<file path="src/rtl/btn_press_decoder.sv">
// Button event decoder: turns a debounced button level into single-cycle
// press/release/short/long/repeat events plus a wrapping press counter.
module btn_press_decoder #(
   parameter int unsigned LONG_CYCLES   = 25_000_000,
   parameter int unsigned REPEAT_CYCLES = 5_000_000,
   parameter int unsigned CNT_W         = 25
) (
   input  logic       clockSource,
   input  logic       reset,
   input  logic       btnFiltered,
   output logic       pressEdge,
   output logic       releaseEdge,
   output logic       shortPress,
   output logic       longPress,
   output logic       repeatPulse,
   output logic       held,
   output logic [7:0] pressCount
);

   typedef enum logic [1:0] {
      IDLE    = 2'd0,
      PRESSED = 2'd1,
      LONG    = 2'd2
   } state_t;

   localparam logic [CNT_W-1:0] HOLD_LAST = CNT_W'(LONG_CYCLES - 1);
   localparam logic [CNT_W-1:0] REP_LAST  = CNT_W'(REPEAT_CYCLES - 1);

   logic             sync_a;
   logic             btn_sync;

   state_t           state;
   state_t           state_nxt;

   logic [CNT_W-1:0] hold_cnt;
   logic [CNT_W-1:0] hold_nxt;
   logic [CNT_W-1:0] rep_cnt;
   logic [CNT_W-1:0] rep_nxt;
   logic [7:0]       count_nxt;

   logic             press_nxt;
   logic             release_nxt;
   logic             short_nxt;
   logic             long_nxt;
   logic             repeat_nxt;
   logic             held_nxt;

   // Two-flop synchronizer; the level is async to this clock domain.
   always_ff @(posedge clockSource or posedge reset) begin
      if (reset) begin
         sync_a   <= 1'b0;
         btn_sync <= 1'b0;
      end else begin
         sync_a   <= btnFiltered;
         btn_sync <= sync_a;
      end
   end

   // State, counters and every output are registered together.
   always_ff @(posedge clockSource or posedge reset) begin
      if (reset) begin
         state       <= IDLE;
         hold_cnt    <= '0;
         rep_cnt     <= '0;
         pressCount  <= 8'd0;
         pressEdge   <= 1'b0;
         releaseEdge <= 1'b0;
         shortPress  <= 1'b0;
         longPress   <= 1'b0;
         repeatPulse <= 1'b0;
         held        <= 1'b0;
      end else begin
         state       <= state_nxt;
         hold_cnt    <= hold_nxt;
         rep_cnt     <= rep_nxt;
         pressCount  <= count_nxt;
         pressEdge   <= press_nxt;
         releaseEdge <= release_nxt;
         shortPress  <= short_nxt;
         longPress   <= long_nxt;
         repeatPulse <= repeat_nxt;
         held        <= held_nxt;
      end
   end

   // Next state and pulses; release always wins over a threshold hit.
   always_comb begin
      state_nxt   = state;
      hold_nxt    = hold_cnt;
      rep_nxt     = rep_cnt;
      count_nxt   = pressCount;
      press_nxt   = 1'b0;
      release_nxt = 1'b0;
      short_nxt   = 1'b0;
      long_nxt    = 1'b0;
      repeat_nxt  = 1'b0;
      unique case (state)
         IDLE: begin
            if (btn_sync) begin
               state_nxt = PRESSED;
               press_nxt = 1'b1;
               hold_nxt  = '0;
               count_nxt = pressCount + 8'd1;
            end
         end
         PRESSED: begin
            if (!btn_sync) begin
               state_nxt   = IDLE;
               release_nxt = 1'b1;
               short_nxt   = 1'b1;
            end else if (hold_cnt == HOLD_LAST) begin
               state_nxt = LONG;
               long_nxt  = 1'b1;
               rep_nxt   = '0;
            end else begin
               hold_nxt = hold_cnt + 1'b1;
            end
         end
         LONG: begin
            if (!btn_sync) begin
               state_nxt   = IDLE;
               release_nxt = 1'b1;
            end else if (rep_cnt == REP_LAST) begin
               repeat_nxt = 1'b1;
               rep_nxt    = '0;
            end else begin
               rep_nxt = rep_cnt + 1'b1;
            end
         end
         default: begin
            state_nxt = IDLE;
         end
      endcase
      held_nxt = (state_nxt != IDLE);
   end

endmodule

</file>
<file path="config.mk">
export PLATFORM = sky130hd
export DESIGN_NAME = btn_press_decoder
export DESIGN_NICKNAME = d
export VERILOG_FILES = /design/src/rtl/btn_press_decoder.sv
export SDC_FILE = /design/constraint.sdc
export NUM_CORES = 1
export LEC_CHECK = 0
export ABC_AREA = 1
export CAP_MARGIN = 20
export CORE_MARGIN = 2
export CORE_UTILIZATION = 40
export DETAILED_ROUTE_END_ITERATION = 10
export GPL_ROUTABILITY_DRIVEN = 0
export GPL_TIMING_DRIVEN = 1
export PLACE_DENSITY = 0.57
export SYNTH_ARGS = -nofsm -noshare
export SYNTH_HDL_FRONTEND = slang
export SYNTH_SLANG_ARGS = --single-unit
</file>
<file path="constraint.sdc">
create_clock -name clockSource -period 2.5 [get_ports clockSource]
set_input_delay 0.5 -clock clockSource [delete_from_list [all_inputs] [get_ports clockSource]]
set_output_delay 0.5 -clock clockSource [all_outputs]
set_load 0.05 [all_outputs]
</file>
==> out/summary.md <==
The flow ran to the end, and the final reports show no timing, DRC or antenna violations. During placement, the flow inserted port buffers numbering 16. Across the run, the number of max-cap violations was 0. On the critical path the largest part of the delay comes from buffers and inverters. The first-pass GRT wire length is 17300 µm, and the effective utilization at floorplan is 41.5%. For the pin with the worst max-slew slack, the measured transition is 0.579 ns. For this run, the leading register cell type out of synthesis is sky130_fd_sc_hd__dfrtp_1. sky130_fd_sc_hd__nand2_1 is the most common cell in the netlist. For this run, design rule violations remaining after detail routing come to 0.

In this run the worst hold path is classified as flip-flop to flip-flop. Ranked by total cell area, the synthesized netlist is headed by sky130_fd_sc_hd__dfrtp_1 40%, sky130_fd_sc_hd__nand2_1 19%, sky130_fd_sc_hd__nor2_1 8.5%, sky130_fd_sc_hd__nand3_1 6.7%, sky130_fd_sc_hd__inv_1 5.1%. For this design the static power due to leakage is 2.07 nW.

Dividing the detail-routed wire length by the instance count gives 12.8 µm. The via count of the first global-routing pass was 3597; the buffer levels on the longest clock path was 2. Number of standard cells after synthesis: 623. The highest net fanout along the worst path works out to 4. The tools report the type of element launching the critical path as a flip-flop. After the last flow step, the layout net total stands at 654. The number of hold buffers added after CTS was 0.

After synthesis, flip-flops and latches occupy 39.5% of the total area. In this run the tightest slew margin relative to its limit is 61.0%. The cell sitting at the root of the clock tree is a sky130_fd_sc_hd__clkbuf_8. The tools report the largest net degree at the start of global routing as 36.

Power spread over the standard cell area amounts to 644 nW/µm². The final cell count without fillers was 785. The number of placed instances, taps included, is 769. The worst stage delay on the critical path came out at 0.83 ns. Setup repair after global routing left no endpoint under its margin. Wires add up to 10100 µm. STA puts the critical path data required time at 2.00 ns.

The via count normalized by instance count came out at 4.88. The per-instance average area after synthesis came out at 6.91 µm². In the finished design, the share of the clock period the worst path needs comes to 84.2%. After floorplanning, the core was divided into 37 placement rows. The area share of the largest cell type after synthesis came out at 39.5%. The signal on the critical path passes through clkdlybuf4s50_1. The cell taking the most area after synthesis is sky130_fd_sc_hd__dfrtp_1. From synthesis to final layout, the design area changed by 11.5%. 0 antenna diodes ended up in the layout. The logs give 0 for the number of setup buffers added after CTS and 68 for the number of clock sinks.

The logs give 4300 µm² for the area of the mapped netlist and 3 for the H-tree depth. The detail route stage leaves a number of antenna-violating nets equal to 0. The floorplan step defined a die boundary enclosing 11600 µm². The worst slack on hold paths is 0.366 ns, and the number of synthesized register bits is 68.

The run gives 5 as the count of TritonRoute iterations in the first routing pass. The commonest cells after synthesis are 217 x sky130_fd_sc_hd__nand2_1, 98 x sky130_fd_sc_hd__nor2_1, 68 x sky130_fd_sc_hd__dfrtp_1. The number of slew-limit violations in the final report is 0.

Summed over all failing endpoints, the final setup total negative slack is 0 ns. The placeable core region was 10400 µm²; the number of enable-type register cells in the synthesized netlist was 0. Synthesis instantiated 30 different standard cells from the library. The tools report the number of antenna violations at the first check in global routing as 0. After the first detailed-routing iteration, the DRC count stood at 171.

For this run the aggregate overflow at the end of global routing stands at 0. TritonCTS built the clock tree. Once the clock tree was built, the resizer swapped 0 gates to a different size.

The number of nets handed over by synthesis was 633. After clock tree synthesis, the clock-pin slew on the worst setup and hold paths is 0.08 ns. Derived from the worst setup path, the maximum achievable clock frequency is 475 MHz.

Detailed placement ended at an HPWL of 7570 µm. The top-level I/O count is 17. Buffers inserted during clock tree synthesis total 9.

After synthesis, the share of flip-flops with an asynchronous set or reset is 100%. The die boundary width works out to 108 µm. The clock period could shrink to 2.10 ns. The logs give 1080 for the fill cell total of the finished layout and 0.37 ns for the insertion delay of the later-clocked pin in the worst-skew pair. The clock arrives with 0.0133 ns of skew. Cells with a size suffix above 1 make up 6.63% of the layout.

The height of the die is 108 µm, and the via count is 3833. STA classifies the critical path endpoint as an output port. Across every metal layer, demand over resource in global routing totals 19.0%.

The tools report the maximum resistive drop on vdd as 0.444 mV. STA puts the critical path data arrival time at 1.60 ns. Cell at the slowest stage of the critical path: sky130_fd_sc_hd__clkdlybuf4s50_1.

The kind of critical path is flip-flop to output port. Setup violations remaining at the end of the flow were counted as 0. The Yosys warning count was 0. The tools report the count of endpoints failing hold in the final timing report as 0. The number of buffer and inverter stages on the critical path was 1.
[logic make-up (layout without fill, tap and decap cells)]
group / count (synthesis) / in the layout / synth area share [%]
simple gates: 402 / 402 / 38.6
fa+ha+maj: 7 / 7 / 2.04
buf+inv: 73 / 99 / 7.56
flops: 68 / 68 / 39.5
xor+xnor: 27 / 27 / 5.50
compound gates: 46 / 46 / 6.75
[power breakdown]
part           internal, mW  total (mW)  switching, mW
clock                 0.460       0.916          0.455
combinational         0.260       0.897          0.637
sequential             1.19        1.28         0.0849
[layout by cell type, fill, tap and decap left out]
cell | Yosys | routed
sky130_fd_sc_hd__nand3_1 | 58 | 58
sky130_fd_sc_hd__nor3b_1 | 1 | 1
sky130_fd_sc_hd__or2_2 | 1 | 1
sky130_fd_sc_hd__inv_2 | 0 | 1
sky130_fd_sc_hd__nor3_1 | 4 | 4
sky130_fd_sc_hd__a21oi_4 | 1 | 1
sky130_fd_sc_hd__clkbuf_1 | 3 | 1
sky130_fd_sc_hd__xnor2_1 | 7 | 7
sky130_fd_sc_hd__a21o_4 | 1 | 1
sky130_fd_sc_hd__nand3b_1 | 1 | 1
sky130_fd_sc_hd__clkinv_2 | 0 | 2
sky130_fd_sc_hd__nand4_1 | 14 | 14
sky130_fd_sc_hd__clkdlybuf4s50_1 | 0 | 16
sky130_fd_sc_hd__o21bai_1 | 1 | 1
sky130_fd_sc_hd__buf_4 | 3 | 8
sky130_fd_sc_hd__o21ai_2 | 8 | 8
sky130_fd_sc_hd__clkbuf_8 | 0 | 9
sky130_fd_sc_hd__nand2_1 | 217 | 217
sky130_fd_sc_hd__nand2_2 | 4 | 4
sky130_fd_sc_hd__o21ai_1 | 6 | 6
sky130_fd_sc_hd__o21ai_0 | 26 | 26
sky130_fd_sc_hd__clkinvlp_4 | 0 | 2
sky130_fd_sc_hd__a21oi_1 | 1 | 1
sky130_fd_sc_hd__inv_1 | 58 | 57
sky130_fd_sc_hd__xor2_1 | 20 | 20
sky130_fd_sc_hd__nor2_4 | 2 | 2
sky130_fd_sc_hd__dfrtp_1 | 68 | 68
sky130_fd_sc_hd__a21o_1 | 1 | 1
sky130_fd_sc_hd__a31o_2 | 1 | 1
sky130_fd_sc_hd__ha_1 | 7 | 7
sky130_fd_sc_hd__bufinv_16 | 0 | 1
sky130_fd_sc_hd__inv_6 | 0 | 1
sky130_fd_sc_hd__nor4_1 | 2 | 2
sky130_fd_sc_hd__nor2_1 | 98 | 98
sky130_fd_sc_hd__buf_12 | 0 | 1
[per-stage QoR]
stage	setup WS (ns)	power, mW	util [%]	area [µm²]
global route	0.202	3.28	46.3	4800
floorplan	0.288	1.98	-	4300
finish	0.395	3.09	46.3	4800
CTS	0.355	3.15	46.3	4800
global placement	0.520	2.19	44.4	4610
detailed placement	0.446	2.21	44.4	4610
[flip-flops by register name, summed over array words and instances (netlist names)]
name	count
shortPress	1
longPress	1
rep_cnt	25
releaseEdge	1
btn_sync	1
state	2
pressEdge	1
repeatPulse	1
pressCount	8
sync_a	1
held	1
hold_cnt	25
[final timing paths]
check	from	end	slack (ns)	depth (start not counted)
setup reg to reg	hold_cnt[0]$_DFFE_PP0P_	hold_cnt[16]$_DFFE_PP0P_	0.43	11
min in group asynchronous	reset	rep_cnt[24]$_DFFE_PP0P_	0.45	2
setup / recovery	pressCount[0]$_DFFE_PP0P_	pressCount[0]	0.40	1
hold / removal	sync_a$_DFF_PP0_	btn_sync$_DFF_PP0_	0.37	0
max in group asynchronous	reset	hold_cnt[17]$_DFFE_PP0P_	1.50	3
hold reg to reg	sync_a$_DFF_PP0_	btn_sync$_DFF_PP0_	0.37	0
[final cells by class]
| type | count | area (µm²) | share of cell area, % |
|---|---|---|---|
| Clock inverter | 6 | 63.8 | 1.33 |
| Timing Repair Buffer | 25 | 240 | 5.01 |
| Multi-Input combinational cell | 482 | 2280 | 47.4 |
| Sequential cell | 68 | 1700 | 35.5 |
| Tap cell | 136 | 170 | 3.55 |
| Clock buffer | 10 | 128 | 2.66 |
| Inverter | 58 | 218 | 4.54 |
[metal layers]
metal	global-route usage (%)	vias to the layer above	part of all wire, %
li1	-	2003	-
met1	23.9	1740	47
met2	31.6	83	48
met3	5.57	7	4.3
met4	5.77	0	1.1
met5	0	-	0
(Power assumes the default switching activity.)
